`config.mk`:
```
export PLATFORM = sky130hd
export DESIGN_NAME = spi_register_bank
export DESIGN_NICKNAME = d
export VERILOG_FILES = /design/src/rtl/spi_register_bank_pkg.sv /design/src/rtl/spi_register_bank_sync.sv /design/src/rtl/spi_register_bank.sv
export SDC_FILE = /design/constraint.sdc
export NUM_CORES = 1
export LEC_CHECK = 0
export BUFFER_PORTS_ARGS = -buffer_cell sky130_fd_sc_hd__buf_2
export CORE_MARGIN = 2
export CORE_UTILIZATION = 33
export CTS_BUF_LIST = sky130_fd_sc_hd__clkbuf_4
export CTS_CLUSTER_DIAMETER = 120
export CTS_CLUSTER_SIZE = 8
export DETAILED_ROUTE_END_ITERATION = 10
export PLACE_DENSITY = 0.52
export SLEW_MARGIN = 20
export SYNTH_ARGS = -nofsm -noshare
export SYNTH_HDL_FRONTEND = slang
export SYNTH_SLANG_ARGS = --single-unit
```
`constraint.sdc`:
```
create_clock -name clk -period 1.8 [get_ports clk]
set_input_delay 0.09 -clock clk [delete_from_list [all_inputs] [get_ports clk]]
set_output_delay 0.09 -clock clk [all_outputs]
set_load 0.005 [all_outputs]
```
`src/rtl/spi_register_bank_pkg.sv`:
```
// Shared constants, register map and FSM state type for the SPI register bank.
package spi_register_bank_pkg;

  localparam int NUM_REGS   = 9;
  localparam int FRAME_BITS = 16;
  localparam logic [6:0] MAX_ADDR = 7'h7F;

  localparam logic [6:0] ADDR_EN_OUT      = 7'h00;
  localparam logic [6:0] ADDR_EN_PWM_OUT  = 7'h01;
  localparam logic [6:0] ADDR_OUT_3_0     = 7'h02;
  localparam logic [6:0] ADDR_OUT_7_4     = 7'h03;
  localparam logic [6:0] ADDR_G0_CH0_DUTY = 7'h04;
  localparam logic [6:0] ADDR_G0_CH1_DUTY = 7'h05;
  localparam logic [6:0] ADDR_G1_CH0_DUTY = 7'h06;
  localparam logic [6:0] ADDR_G1_CH1_DUTY = 7'h07;
  localparam logic [6:0] ADDR_FREQ_DIV    = 7'h08;

  typedef enum logic [1:0] {IDLE, SHIFT, HOLD} state_t;

  function automatic logic is_mapped(input logic [6:0] addr);
    return addr < 7'(NUM_REGS);
  endfunction

endpackage

```
`src/rtl/spi_register_bank_sync.sv`:
```
// Multi-flop synchroniser for one asynchronous SPI pin plus rise/fall edge pulses.
module spi_input_sync #(
  parameter int   SYNC_STAGES = 2,
  parameter logic RESET_VAL   = 1'b0
) (
  input  logic clk,
  input  logic rst,
  input  logic din,
  output logic level,
  output logic rise,
  output logic fall
);

  logic [SYNC_STAGES-1:0] sync_q;
  logic                   dly_q;

  always_ff @(posedge clk) begin
    if (rst) begin
      sync_q <= {SYNC_STAGES{RESET_VAL}};
      dly_q  <= RESET_VAL;
    end else begin
      sync_q <= {sync_q[SYNC_STAGES-2:0], din};
      dly_q  <= sync_q[SYNC_STAGES-1];
    end
  end

  assign level = sync_q[SYNC_STAGES-1];
  assign rise  = level & ~dly_q;
  assign fall  = ~level & dly_q;

endmodule

```
`src/rtl/spi_register_bank.sv`:
```
// SPI mode-0 target decoding 16-bit frames into reads/writes of nine 8-bit PWM config registers.
module spi_register_bank
  import spi_register_bank_pkg::*;
#(
  parameter int SYNC_STAGES = 2
) (
  input  logic       clk,
  input  logic       rst,
  input  logic       sclk,
  input  logic       copi,
  input  logic       ncs,
  output logic       cipo,
  output logic       cipo_oe,
  output logic [7:0] reg_en_out,
  output logic [7:0] reg_en_pwm_out,
  output logic [7:0] reg_out_3_0_pwm_gen_channel,
  output logic [7:0] reg_out_7_4_pwm_gen_channel,
  output logic [7:0] reg_pwm_gen_0_ch_0_duty_cycle,
  output logic [7:0] reg_pwm_gen_0_ch_1_duty_cycle,
  output logic [7:0] reg_pwm_gen_1_ch_0_duty_cycle,
  output logic [7:0] reg_pwm_gen_1_ch_1_duty_cycle,
  output logic [7:0] reg_pwm_gen_1_0_frequency_divider,
  output logic       wr_strobe,
  output logic       frame_err
);

  localparam int SETTLE_W = $clog2(SYNC_STAGES + 1) + 1;

  logic sclk_level, sclk_rise, sclk_fall;
  logic copi_level, copi_rise, copi_fall;
  logic ncs_level, ncs_rise, ncs_fall;

  spi_input_sync #(.SYNC_STAGES(SYNC_STAGES), .RESET_VAL(1'b0)) u_sync_sclk (
    .clk(clk), .rst(rst), .din(sclk), .level(sclk_level), .rise(sclk_rise), .fall(sclk_fall));
  spi_input_sync #(.SYNC_STAGES(SYNC_STAGES), .RESET_VAL(1'b0)) u_sync_copi (
    .clk(clk), .rst(rst), .din(copi), .level(copi_level), .rise(copi_rise), .fall(copi_fall));
  spi_input_sync #(.SYNC_STAGES(SYNC_STAGES), .RESET_VAL(1'b1)) u_sync_ncs (
    .clk(clk), .rst(rst), .din(ncs), .level(ncs_level), .rise(ncs_rise), .fall(ncs_fall));

  logic unused_edges;
  assign unused_edges = ^{sclk_level, copi_rise, copi_fall};

  state_t        state;
  logic [4:0]    bit_cnt;
  logic [15:0]   shift_in;
  logic [7:0]    shift_out;
  logic          read_active;
  logic [7:0]    regs [NUM_REGS];
  logic [SETTLE_W-1:0] settle_cnt;
  logic          settled;
  logic          armed;

  // The ncs synchroniser is preset high, so a host already holding ncs low
  // across reset would look like a fresh falling edge. Frames are only
  // accepted once ncs has been seen high after the chain has settled.
  assign settled = (settle_cnt == SETTLE_W'(SYNC_STAGES));

  always_ff @(posedge clk) begin
    if (rst) begin
      settle_cnt <= '0;
      armed      <= 1'b0;
    end else begin
      if (!settled) settle_cnt <= settle_cnt + 1'b1;
      if (settled && ncs_level) armed <= 1'b1;
    end
  end

  always_ff @(posedge clk) begin
    if (rst) begin
      state       <= IDLE;
      bit_cnt     <= '0;
      shift_in    <= '0;
      shift_out   <= '0;
      read_active <= 1'b0;
      cipo        <= 1'b0;
      wr_strobe   <= 1'b0;
      frame_err   <= 1'b0;
      for (int i = 0; i < NUM_REGS; i++) regs[i] <= 8'h00;
    end else begin
      wr_strobe <= 1'b0;
      frame_err <= 1'b0;
      if (ncs_rise) begin
        // End of frame takes priority over any coincident sclk edge.
        if (state == HOLD && shift_in[15] && is_mapped(shift_in[14:8])) begin
          regs[shift_in[11:8]] <= shift_in[7:0];
          wr_strobe            <= 1'b1;
        end
        if (state == SHIFT) frame_err <= 1'b1;
        state       <= IDLE;
        read_active <= 1'b0;
        cipo        <= 1'b0;
      end else begin
        case (state)
          IDLE: begin
            if (ncs_fall && armed) begin
              state       <= SHIFT;
              bit_cnt     <= '0;
              shift_in    <= '0;
              read_active <= 1'b0;
              cipo        <= 1'b0;
            end
          end
          SHIFT: begin
            if (sclk_rise) begin
              shift_in <= {shift_in[14:0], copi_level};
              bit_cnt  <= bit_cnt + 1'b1;
              // 8th bit: R/W sits in shift_in[6], address completes with copi.
              if (bit_cnt == 5'd7 && !shift_in[6]) begin
                read_active <= 1'b1;
                shift_out   <= is_mapped({shift_in[5:0], copi_level}) ?
                               regs[{shift_in[2:0], copi_level}] : 8'h00;
              end
              if (bit_cnt == 5'(FRAME_BITS - 1)) begin
                state       <= HOLD;
                read_active <= 1'b0;
                cipo        <= 1'b0;
              end
            end else if (sclk_fall && read_active) begin
              cipo      <= shift_out[7];
              shift_out <= {shift_out[6:0], 1'b0};
            end
          end
          HOLD: ;
          default: state <= IDLE;
        endcase
      end
    end
  end

  assign cipo_oe = ~ncs_level;

  assign reg_en_out                        = regs[ADDR_EN_OUT[3:0]];
  assign reg_en_pwm_out                    = regs[ADDR_EN_PWM_OUT[3:0]];
  assign reg_out_3_0_pwm_gen_channel       = regs[ADDR_OUT_3_0[3:0]];
  assign reg_out_7_4_pwm_gen_channel       = regs[ADDR_OUT_7_4[3:0]];
  assign reg_pwm_gen_0_ch_0_duty_cycle     = regs[ADDR_G0_CH0_DUTY[3:0]];
  assign reg_pwm_gen_0_ch_1_duty_cycle     = regs[ADDR_G0_CH1_DUTY[3:0]];
  assign reg_pwm_gen_1_ch_0_duty_cycle     = regs[ADDR_G1_CH0_DUTY[3:0]];
  assign reg_pwm_gen_1_ch_1_duty_cycle     = regs[ADDR_G1_CH1_DUTY[3:0]];
  assign reg_pwm_gen_1_0_frequency_divider = regs[ADDR_FREQ_DIV[3:0]];

endmodule

```
Word-level counts from Yosys, hierarchy flattened
Memories as Yosys holds them, arrays and structs flattened.
Cells that the tools add are included.
{ "op_classes": {"add_sub_neg": 2, "n_lt_le_gt_ge": 2, "eq_ne": 12, "n_mux": 33, "n_bitwise": 10, "n_reduce_logical": 18} }
{ "op_table": {"columns": ["operator", "n"], "rows": [
  ["$mux W8", 5],
  ["$mux W16", 2],
  ["$pmux W16 S2", 1],
  ["$reduce_and A4 Y1", 5],
  ["$mux W1", 15],
  ["$lt A7 B4 Y1 const B", 2],
  ["$mux W5", 2],
  ["$pmux W5 S2", 1],
  ["$reduce_or A8 Y1", 1],
  ["$logic_and A1 B1 Y1", 6],
  ["$mux W2", 3],
  ["$ne A3 B2 Y1 const B", 2],
  ["$not A1 Y1", 6],
  ["$pmux W2 S3", 1],
  ["$add A5 B1 Y5 const B", 1],
  ["$eq A5 B3 Y1 const B", 1],
  ["$eq A5 B4 Y1 const B", 1],
  ["$and A1 B1 Y1", 4],
  ["$mux W4", 1],
  ["$ne A2 B1 Y1 const B", 2],
  ["$ne A2 B2 Y1 const B", 2],
  ["$pmux W1 S2", 2],
  ["$reduce_bool A2 Y1", 2],
  ["$reduce_or A2 Y1", 2],
  ["other kinds (7)", 7]
]} }
{ "word_totals": {"register_bits": 47, "mem_bits_rw": 72, "input_bits": 5, "output_inout_bits": 76, "wordCells": 93, "n_memories": 1} }
{ "memory_table": {"columns": ["name", "depth", "word_bits", "rd", "rd_ports_with_merged_regs", "write_ports", "line", "source"], "rows": [
  ["regs", 9, 8, 10, 0, 9, "spi_register_bank.sv:48", "logic [7:0] regs [NUM_REGS];"]
]} }

Longest topological paths before layout
Gate-level depths: netlist (run 1).
{ "depth": {"depth_word": 9, "ltp_mapped": 7, "depth_no_buf": 6} }

Modules after synthesis
A second synthesis (run 1) with hierarchy kept.
{ "hier_totals": {"cells_unflattened": 456, "area_unflattened_um2": 5386.4} }
{ "by_module_without_submodules": {"columns": ["mod", "instances", "cells_per_inst", "area_per_inst_um2", "seq_area_each_um2"], "rows": [
  ["spi_register_bank", 1, 432, 5111.2, 2942.8],
  ["spi_input_sync at u_sync_copi ...", 2, 8, 91.3, 60.1],
  ["spi_input_sync at u_sync_ncs", 1, 8, 92.6, 60.1]
]} }

Worst setup path before layout (run 1)
No wires, ideal clock.
{ "synth_path": {"kind": "register to register", "from": "reg shift_in[12]", "to": "mem regs[7][0] (enable)", "setup_ns": 0.329, "t_arrival_ns": 1.535, "t_required_ns": 1.471, "setup_slack_ns": -0.064, "stages_incl_launch_ff": 5, "n_path_buf": 0, "synth_period_minus_slack_ns": 1.864, "cell_sequence": "dfxtp_1 nor4_2 nand4_2 nor3_2 or2_1"} }
{ "synth_lines": {"columns": ["item", "line", "source"], "rows": [
  ["from (decl)", "spi_register_bank.sv:45", "logic [15:0] shift_in;"],
  ["from (signal assigned)", "spi_register_bank.sv:105", "shift_in <= {shift_in[14:0], copi_level};"],
  ["to (decl)", "spi_register_bank.sv:48", null]
]} }

==> metrics.md, run 1 <==
| Metric | Value |
|---|---|
| Status | complete, no violations |
| IO Pins | 81 |
| Syn avg cell area | between 10 and 15 um^2 |
| Number of flops mapped to enable cells by yosys | 72 |
| Post-Synth Adder-Cell Area | 0.00879 |
| Largest net degree at the start of global routing | 47 |
| Worst-Margin Slew | 0.677 ns |
| Vias per cell | approximately 5.1 |
| Post-synthesis mux area share | 0.0573 |
| Ys async rst share | 0 |
| CORE AREA | 17,100 um^2 |
| Share of post-route cells with drive strength above 1 | 0.311 |
| Max Buffers Root-to-Sink | 2 |
| Fmax | 570 MHz |
| Final Max Slew Viols | 0 |
| #FFs+latches synth | 119 |
| Min Tclk post-route | 1.76 ns |
| Initial antenna violation count | 1 |
| Worst setup SP type | flip-flop |
| R2r setup slk | 0.04 ns |
| Largest family of logic cells by synthesized area | simple AND/OR/NAND/NOR gates |
| Post-DP HPWL | 12,000 um |
| Inserted Clock Buffers | 17 |
| Area Overhead vs Synth | 23.0% |
| Mapped Nets | between 500 and 600 |
| H-tree level count | 4 |
| R2R cell count | 5 |
| Largest area contributor in the netlist | edfxtp_1 |
| First-pass GRT wire length | 25,400 um |
| MaxCap Viol Count | 0 |
| Final instance area | ~7000 um^2 |
| Yosys warns | 0 |
| Nets@finish | 648 |
| Post-synth top flop | edfxtp_1 |
| Die Ht | 135 um |
| Initial DRC count | between 200 and 300 |
| Synthesized area | 5700 um^2 |
| Setup crit start | state[0] |
| Setup violations, final | 0 |
| Hold Vio Cnt, Final | 0 |
| Top cell type's share of synthesized area | 0.380 |
| Synth Instances | 520 |
| Routed wire per std cell | 19.1 um |
| Hold Path Class | input port to flip-flop |
| Worst-Skew Late Latency | approximately 0.53 ns |
| Pwr Total | 5.49 mW |
| Sequential area share after synthesis | 0.545 |
| CTS tree | yes |
| Most frequent cells in the layout | 80 x buf_2, 73 x and2_1, 72 x edfxtp_1, 45 x dfxtp_1, 45 x buf_4 |
| TritonRoute pass-1 iters | 5 |
| Final ANT Viol Nets | 0 |
| Simple-gate portion of the synthesized area | 0.234 |
| Crit path capture | regs[2][4] |
| Power Density | 784 nW/um^2 |
| Final TNS setup | 0 ns |
| Commonest non-fill, non-tap cell in the layout | buf_2 |
| Clock transition at path regs | 0.10 ns |
| Grt ovf | 0 |
| Core Rows | 48 |
| Routed wire length | 16,700 um |
| Post-synthesis compound-gate area fraction | 0.117 |
| Critical path class | flip-flop to flip-flop |
| Required @ worst endpoint | 2.04 ns |
| DRC | 0 |
| Die area | 18,300 um^2 |
| Critical path peak fanout | 8 |
| Peak supply drop | 328 uV |
| Crit end category | flip-flop |
| Post-DP Area | 6680 um^2 |
| Fin crit share | 0.975 |
| Dominant cells by area after synthesis | edfxtp_1 38%, dfxtp_1 17%, and2_1 8.0% |
| Port bufs | 80 |
| Fill cells | 1,692 |
| Via count | approximately 4,500 |
| Tot GR Track Use | 0.188 |
| GPL Wtd Cong | between 0.9 and 1 |
| Worst r2r src | state[0] |
| Starting Density | 0.334 |
| Critical Path AT | 2.00 ns |
| Number of global-route vias before repair | between 4,000 and 5,000 |
| Skew final | between 0.02 and 0.025 ns |
| Cell variety after synth | between 50 and 60 |
| Post-Synth XOR/XNOR Area | 0.00154 |
| Unrepaired setup endpoints after global routing | yes |
| Worst reg2reg path endpoint | regs[2][4] |
| Die width | 135 um |
| Clk sink count | roughly 120 |
| CTS root buf | clkbuf_4 |
| Leak | 2.68 nW |
| Slew HR | 0.548 |
==> layer usage <==
layer / GRT usage / wire length [um] / vias to the layer above
met5: 0 / 0 / -
li1: - / - / 2124
met3: 0.0337 / 679 / 24
met4: 0.0810 / 415 / 0
met2: 0.283 / 7590 / 112
met1: 0.265 / 8060 / 2212
==> stage by stage <==
stage / worst slack [ns] / hold WS (ns) / instances / util
floorplan: 0.0237 / 0.194 / 520 / -
global placement: 0.0609 / 0.273 / 841 / 0.392
global route: -0.0482 / 0.152 / 878 / 0.411
detailed placement: 0.00845 / 0.279 / 841 / 0.392
CTS: 0.0162 / 0.0513 / 876 / 0.409
finish: 0.0449 / 0.155 / 878 / 0.411
==> Yosys cell counts (2+ instances only) <==
cell type and count:
or4_1 2, nor3_1 2, nor3b_2 2, a21o_1 2, buf_2 9, a221oi_1 6, a21oi_1 35, dfxtp_1 47
o31ai_1 3, or2_1 9, a211oi_1 3, ha_1 4, mux4_2 6, o221ai_1 13, nand2_1 20, nand3b_1 3
clkbuf_1 23, nor2_1 33, or2_2 3, nand3_1 6, nor4_4 4, o21ai_0 34, nand4_1 7, or3_1 3
nor4_1 6, mux2i_1 18, o21ba_2 2, inv_1 14, nor3_2 4, and2_1 73, nand2b_1 16, nor2b_1 10
buf_4 2, edfxtp_1 72
==> cell type report <==
class | count | area [um^2] | share of cell area
clock inverters | 12 | 111 | 0.0159
flip-flops and latches | 119 | 3110 | 0.443
multi-input cells | 351 | 2420 | 0.345
repair buffers | 135 | 882 | 0.126
clock buffers | 20 | 150 | 0.0214
diodes | 1 | 2.50 | 0.000357
inverters | 15 | 56.3 | 0.00804
well taps | 225 | 282 | 0.0402
==> how the worst min path moves through the flow <==
stage | start | end | slack (ns) | depth (start not counted)
finish | rst | armed | 0.16 | 3
global route | rst | u_sync_sclk.dly_q | 0.15 | 3
CTS | rst | shift_out[6] | 0.05 | 5
detailed placement | ncs | u_sync_ncs.sync_q[0] | 0.28 | 2
global placement | ncs | u_sync_ncs.sync_q[0] | 0.27 | 2
floorplan | ncs | u_sync_ncs.sync_q[0] | 0.19 | 1
==> power by group <==
group / switching, mW / total, mW / internal, mW / leakage (nW)
clock: 0.997 / 1.85 / 0.848 / 0.158
combinational: 0.326 / 0.575 / 0.249 / 1.39
sequential: 0.0861 / 3.07 / 2.99 / 1.12
total: 1.41 / 5.49 / 4.08 / 2.68
==> state kept, by name (all words and copies together) (netlist names) <==
| signal | count |
|---|---|
| settle_cnt | 3 |
| regs | 72 |
| armed | 1 |
| shift_in | 16 |
| shift_out | 8 |
| read_active | 1 |
| u_sync_ncs.sync_q | 2 |
| state | 2 |
| cipo | 1 |
| wr_strobe | 1 |
| u_sync_copi.sync_q | 2 |
| bit_cnt | 5 |
| u_sync_sclk.dly_q | 1 |
| frame_err | 1 |
| u_sync_ncs.dly_q | 1 |
| u_sync_sclk.sync_q | 2 |
==> kinds of logic after synthesis <==
| logic type | after synthesis |
|---|---|
| AOI/OAI and AO/OA | 107 |
| xor gates and xnor gates | 1 |
| adders and majority gates | 4 |
| buffers and inverters | 50 |
| DFF | 119 |
| muxes | 25 |
| and+or+nand+nor | 214 |
==> critical path, stage by stage, from the launching register on <==
cell,delay (ns)
dfxtp_2,0.35
nor4_2,0.26
buf_4,0.16
nand3_1,0.19
nor4_4,0.28
or2_4,0.23
==> what timing repair did <==
item,in CTS,in global routing
endpoints found under the hold margin,3,0
hold buffers,3,0
endpoints found under the setup margin,8,83
setup buffers,0,1
gates resized for setup,1,5
pin swaps,0,6
(Power assumes the default switching activity.)
==> run 2, diff against run 1 <==
- CELL_PAD_IN_SITES_DETAIL_PLACEMENT: not set -> 0
- CELL_PAD_IN_SITES_GLOBAL_PLACEMENT: not set -> 1
- CORE_MARGIN: 2 -> 1.5
- PLACE_DENSITY: 0.52 -> 0.63
==> run 2 against run 1 <==
Net effect: critical endpoint is now regs[3][3]; wire length down 1.9%; worst setup slack gained 0.0070 ns; non-clock buffer count rose by 4; global-route usage is 0.10 points lower; hold slack better by 0.0027 ns; cell area grew 1.4%; register-to-register slack barely moved; final cell count decreased by 0.11%; sequential share of layout area is 0.61 points lower; highest routed layer unchanged; die area fell by 1.5%.
==> metrics.md, run 2 (synthesized netlist as in run 1, its figures left out) <==
| Metric | Value |
|---|---|
| H-tree level count | 4 (unchanged) |
| Slew HR | 0.563 (was 0.548) |
| GPL Wtd Cong | 0.820 (was 0.901) |
| Place WS | -0.0939 ns (was 0.00845 ns) |
| Tot GR Track Use | 0.187 (was 0.188) |
| Initial antenna violation count | 1 (unchanged) |
| Clk pwr share | 0.370 (was 0.336) |
| Worst setup SP type | flip-flop (unchanged) |
| Required @ worst endpoint | 2.04 ns (about the same) |
| Nets@finish | 652 (was 648) |
| Core Rows | 47 (was 48) |
| Hold path endpoint | armed (unchanged) |
| Final ANT Viol Nets | 0 (unchanged) |
| Vias per cell | 5.04 (was 5.09) |
| Via count | 4,420 (was 4,472) |
| Footprint of the multi-input gates | 2420 um^2 (about the same) |
| Final TNS setup | 0 ns (unchanged) |
| Final Max Slew Viols | 0 (unchanged) |
| Number of global-route vias before repair | 4,225 (was 4,320) |
| Post-DP HPWL | 12,000 um (about the same) |
| First-pass GRT wire length | 25,000 um (was 25,400 um) |
| Fill cells | 1,626 (was 1,692) |
| Largest net degree at the start of global routing | 47 (unchanged) |
| Crit end category | flip-flop (unchanged) |
| CTS tree | yes (unchanged) |
| Max Buffers Root-to-Sink | 2 (unchanged) |
| Critical Path AT | 1.99 ns (was 2.00 ns) |
| Port bufs | 80 (unchanged) |
| IO Pins | 81 (unchanged) |
| Largest regs | regs x72, shift_in x16, shift_out x8 (unchanged) |
| DRC | 0 (unchanged) |
| Clock transition at path regs | 0.10 ns (about the same) |
| Peak supply drop | 386 uV (was 328 uV) |
| Critical path peak fanout | 8 (unchanged) |
| Sequential power share | 0.529 (was 0.559) |
| Max reg flops | 72 (unchanged) |
| TritonRoute pass-1 iters | 5 (unchanged) |
| R2r setup slk | 0.05 ns (was 0.04 ns) |
| WHS Path Cells | 3 (unchanged) |
| Clk sink count | 119 (unchanged) |
| Hold Vio Cnt, Final | 0 (unchanged) |
| Share of post-route cells with drive strength above 1 | 0.320 (was 0.311) |
| Commonest non-fill, non-tap cell in the layout | buf_2 (unchanged) |
| Setup crit start | state[0] (unchanged) |
| Grt ovf | 0 (unchanged) |
| Worst-Skew Late Latency | 0.53 ns (about the same) |
| Die area | 18,100 um^2 (was 18,300 um^2) |
| Hold Startpoint | rst (unchanged) |
| Critical path class | flip-flop to flip-flop (unchanged) |
| Unrepaired setup endpoints after global routing | yes (unchanged) |
| Routed wire per std cell | 18.7 um (was 19.1 um) |
| R2R cell count | 5 (unchanged) |
| Top reg by flops | regs (unchanged) |
| Switching share of power | 0.247 (was 0.257) |
| CTS root buf | clkbuf_4 (unchanged) |
| Worst reg2reg path endpoint | regs[3][3] (was regs[2][4]) |
| P_sw | 1.43 mW (was 1.41 mW) |
| Die width | 134 um (was 135 um) |
| Routed wire length | 16,400 um (was 16,700 um) |
| Worst r2r src | state[0] (unchanged) |
| Area Overhead vs Synth | 24.8% (was 23.0%) |
| Fmax | 572 MHz (was 570 MHz) |
| Status | complete, no violations (unchanged) |
| Worst-Margin Slew | 0.654 ns (was 0.677 ns) |
| MaxCap Viol Count | 0 (unchanged) |
| Flip-flop and latch area | 3110 um^2 (about the same) |
| Most frequent cells in the layout | 80 x buf_2, 73 x and2_1, 72 x edfxtp_1, 50 x buf_4, 44 x dfxtp_1 (was 80 x buf_2, 73 x and2_1, 72 x edfxtp_1, 45 x dfxtp_1, 45 x buf_4) |
| Skew final | 0.0136 ns (was 0.0200 ns) |
| CORE AREA | 16,700 um^2 (was 17,100 um^2) |
| Power Density | 817 nW/um^2 (was 784 nW/um^2) |
| Power Internal | 4.37 mW (was 4.08 mW) |
| Min Tclk post-route | 1.75 ns (was 1.76 ns) |
| Fin crit share | 0.971 (was 0.975) |
| Final core occ | 0.425 (was 0.411) |
| Die Ht | 134 um (was 135 um) |
| Starting Density | 0.341 (was 0.334) |
| Hold Path Class | input port to flip-flop (unchanged) |
| Leak | 2.72 nW (was 2.68 nW) |
| Final setup margin | 0.0520 ns (was 0.0449 ns) |
| Initial DRC count | 283 (was 275) |
| Combinational Power Share | 0.101 (was 0.105) |
| Setup violations, final | 0 (unchanged) |
| Inserted Clock Buffers | 17 (unchanged) |
[run 2: repair_timing]
item	CTS	global route
gates resized for setup	1	4
endpoints found under the hold margin	3	0
endpoints found under the setup margin	26	96
hold buffers	3	0
setup buffers	1	0
pin swaps	1	2
[run 2: worst max-delay path, cell delays in order, from the launching register on]
cell     delay [ns]
dfxtp_2        0.35
nor4_4         0.32
nand4_2        0.20
buf_4          0.20
nor4_4         0.17
or2_4          0.24
[run 2: worst max path at each step]
| stage | depth (start not counted) | to |
|---|---|---|
| global route | 5 | regs[1][4] |
| floorplan | 4 | regs[4][0] |
| detailed placement | 5 | regs[4][1] |
| global placement | 5 | regs[4][1] |
| CTS | 5 | regs[3][3] |
| finish | 5 | regs[3][3] |
[run 2: metrics by stage]
stage	instances	instance area (um^2)	power, mW	hold slack (ns)
floorplan	520	5710	3.46	0.194
global placement	840	6730	3.69	0.279
detailed placement	840	6730	3.70	0.281
CTS	876	7090	5.85	0.108
global route	877	7110	6.04	0.125
finish	877	7110	5.80	0.158
[run 2: metal layers]
layer / wire, um / vias up / GRT usage
met5: 0 / - / 0
met4: 361 / 0 / 0.0777
met3: 854 / 25 / 0.0416
met2: 7470 / 142 / 0.278
met1: 7750 / 2122 / 0.262
li1: - / 2131 / -
[run 2: area by class of cell]
cell class | count | share of cell area
Sequential cell | 119 | 0.437
Multi-Input combinational cell | 351 | 0.340
Timing Repair Buffer | 139 | 0.130
Tap cell | 220 | 0.0387
Clock inverter | 13 | 0.0252
Clock buffer | 19 | 0.0201
Inverter | 15 | 0.00792
Antenna cell | 1 | 0.000352
[run 2: power groups by stage]
| stage | Sequential (mW) | Combinational, mW | Clock, mW |
|---|---|---|---|
| 6_report | 3.07 | 0.587 | 2.15 |
| 5_1_grt | 3.08 | 0.648 | 2.31 |
| 4_1_cts | 3.07 | 0.583 | 2.20 |
| 3_5_place_dp | 3.13 | 0.575 | 0 |
| 3_3_place_gp | 3.12 | 0.567 | 0 |
| 2_1_floorplan | 3.11 | 0.351 | 0 |
==> run 3, diff against run 2 <==
- CORE_MARGIN: 1.5 -> 10
==> run 3 against run 2 <==
Net effect: flip-flop and latch count stayed put; hold slack better by 0.12 ns; clock-buffer cell count fell by 2; non-clock buffer count up 2; combinational power grew 3%; sequential share of layout area decreased by 0.11 points; die area grew 27%; register-to-register slack improved by 0.03 ns; critical path type unchanged.
==> metrics.md, run 3 (synthesized netlist as in run 1, its figures left out) <==
| Metric | Value |
|---|---|
| Status | complete, no violations (unchanged) |
| Switching share of power | 0.259 (was 0.247) |
| Tot GR Track Use | 0.154 (was 0.187) |
| Peak supply drop | 474 uV (was 386 uV) |
| Skew final | 0.0245 ns (was 0.0136 ns) |
| P_sw | 1.53 mW (was 1.43 mW) |
| Fin crit share | 0.956 (was 0.971) |
| Power Density | 826 nW/um^2 (was 817 nW/um^2) |
| Placed cells | 839 (was 840) |
| R2r setup slk | 0.08 ns (was 0.05 ns) |
| Hold Path Class | input port to flip-flop (unchanged) |
| Nets@finish | 654 (was 652) |
| Footprint of the multi-input gates | 2430 um^2 (was 2420 um^2) |
| Worst r2r src | shift_in[3] (was state[0]) |
| CORE AREA | 16,800 um^2 (was 16,700 um^2) |
| CTS root buf | clkbuf_4 (unchanged) |
| Crit end category | flip-flop (unchanged) |
| Max Buffers Root-to-Sink | 2 (unchanged) |
| Fill cells | 1,635 (was 1,626) |
| Die area | 22,900 um^2 (was 18,100 um^2) |
| H-tree level count | 4 (unchanged) |
| Most frequent cells in the layout | 80 x buf_2, 73 x and2_1, 72 x edfxtp_1, 52 x buf_4, 44 x dfxtp_1 (was 80 x buf_2, 73 x and2_1, 72 x edfxtp_1, 50 x buf_4, 44 x dfxtp_1) |
| DRC | 0 (unchanged) |
| Met1 wire length | 7800 um (was 7750 um) |
| Die width | 151 um (was 134 um) |
| R2R cell count | 5 (unchanged) |
| Routed met3 length | 877 um (was 854 um) |
| Clk pwr share | 0.376 (was 0.370) |
| Vias per cell | 5.14 (was 5.04) |
| Critical path peak fanout | 8 (unchanged) |
| Clk sink count | 119 (unchanged) |
| Cell Count, Final, Fillers Out | 879 (was 877) |
| TritonRoute pass-1 iters | 4 (was 5) |
| Grt ovf | 0 (unchanged) |
| Critical path class | flip-flop to flip-flop (unchanged) |
| Starting Density | 0.340 (was 0.341) |
| Commonest non-fill, non-tap cell in the layout | buf_2 (unchanged) |
| Hold Vio Cnt, Final | 0 (unchanged) |
| DR top layer | met4 (unchanged) |
| CTS tree | yes (unchanged) |
| Worst-Skew Late Latency | 0.55 ns (was 0.53 ns) |
| Sequential power share | 0.521 (was 0.529) |
| Critical Path AT | 2.17 ns (was 1.99 ns) |
| Power Internal | 4.36 mW (was 4.37 mW) |
| Share of post-route cells with drive strength above 1 | 0.319 (was 0.320) |
| IO Pins | 81 (unchanged) |
| Crit path capture | shift_out[7] (was regs[3][3]) |
| Largest regs | regs x72, shift_in x16, shift_out x8 (unchanged) |
| Via count | 4,515 (was 4,420) |
| Final Max Slew Viols | 0 (unchanged) |
| First-pass GRT wire length | 26,500 um (was 25,000 um) |
| Met2 WL | 8080 um (was 7470 um) |
| Required @ worst endpoint | 2.25 ns (was 2.04 ns) |
| Combinational Power Share | 0.102 (was 0.101) |
| Area Overhead vs Synth | 25.1% (was 24.8%) |
| Inserted Clock Buffers | 17 (unchanged) |
| Core Rows | 47 (unchanged) |
| Worst-Margin Slew | 0.610 ns (was 0.654 ns) |
| Die Ht | 151 um (was 134 um) |
| Post-DP HPWL | 12,600 um (was 12,000 um) |
| Clock transition at path regs | 0.11 ns (was 0.10 ns) |
| Top reg by flops | regs (unchanged) |
| Setup violations, final | 0 (unchanged) |
| Fmax | 581 MHz (was 572 MHz) |
| Largest net degree at the start of global routing | 35 (was 47) |
| MaxCap Viol Count | 0 (unchanged) |
| Worst setup SP type | flip-flop (unchanged) |
| Initial DRC count | 319 (was 283) |
| Routed wire length | 17,100 um (was 16,400 um) |
| Port bufs | 80 (unchanged) |
| Number of global-route vias before repair | 4,529 (was 4,225) |
| Min Tclk post-route | 1.72 ns (was 1.75 ns) |
| Initial antenna violation count | 1 (unchanged) |
| Setup crit start | shift_in[3] (was state[0]) |
| Slew HR | 0.593 (was 0.563) |
| Flip-flop and latch area | 3110 um^2 (unchanged) |
| Final ANT Viol Nets | 0 (unchanged) |
| Final TNS setup | 0 ns (unchanged) |
| GPL Wtd Cong | 0.843 (was 0.820) |
| Routed wire per std cell | 19.5 um (was 18.7 um) |
| Worst reg2reg path endpoint | shift_out[7] (was regs[3][3]) |
| Max reg flops | 72 (unchanged) |
| Leak | 2.72 nW (about the same) |
run 3: area by class of cell:
| class | count | share of cell area |
|---|---|---|
| sequential | 119 | 0.436 |
| multi-input combinational | 351 | 0.341 |
| tap | 220 | 0.0386 |
| inverter | 15 | 0.00790 |
| timing repair buffer | 141 | 0.129 |
| clock buffer | 17 | 0.0179 |
| clock inverter | 15 | 0.0285 |
| antenna | 1 | 0.000351 |
run 3: how the worst min path moves through the flow:
stage	from	end	slack, ns	cells past startpoint
floorplan	ncs	u_sync_ncs.sync_q[0]	0.19	1
CTS	ncs	u_sync_ncs.sync_q[0]	0.22	3
global route	ncs	u_sync_ncs.sync_q[0]	0.24	3
finish	ncs	u_sync_ncs.sync_q[0]	0.28	3
detailed placement	ncs	u_sync_ncs.sync_q[0]	0.29	2
global placement	ncs	u_sync_ncs.sync_q[0]	0.28	2
run 3: power by group through the flow:
stage	registers (mW)	logic [mW]	clock network (mW)
after floorplan	3.11	0.351	0
after global placement	3.12	0.578	0
after detailed placement	3.13	0.590	0
after CTS	3.07	0.602	2.25
after global routing	3.08	0.669	2.40
final	3.07	0.603	2.21
run 3: stage by stage:
step | worst slack (ns) | hold slack (ns) | utilization | area (um^2) | total power, mW
floorplan | 0.0237 | 0.194 | - | 5710 | 3.46
global placement | -0.0496 | 0.278 | 0.399 | 6700 | 3.70
detailed placement | -0.0561 | 0.290 | 0.399 | 6700 | 3.72
CTS | 0.0142 | 0.222 | 0.423 | 7090 | 5.92
global route | -0.00446 | 0.235 | 0.425 | 7120 | 6.15
finish | 0.0790 | 0.276 | 0.425 | 7120 | 5.89
run 3: timing repair:
item / 4_1_cts / 5_1_grt
setup endpoints to repair: 30 / 84
pin swaps: 1 / 4
buffers inserted: 1 / 1
hold buffers: 5 / 0
endpoints found under the hold margin: 6 / 0
resized for setup: 1 / 6
run 3: critical path, stage by stage (launching register included):
cell	delay, ns
dfxtp_1	0.33
or4_4	0.54
nor4_4	0.27
buf_4	0.20
nand4_1	0.10
o221ai_1	0.20
run 3: metal layers:
metal  GRT usage  up-vias
met2       0.242      138
met5           0        -
met3      0.0346       25
met1       0.203     2217
met4      0.0573        0
li1            -     2135
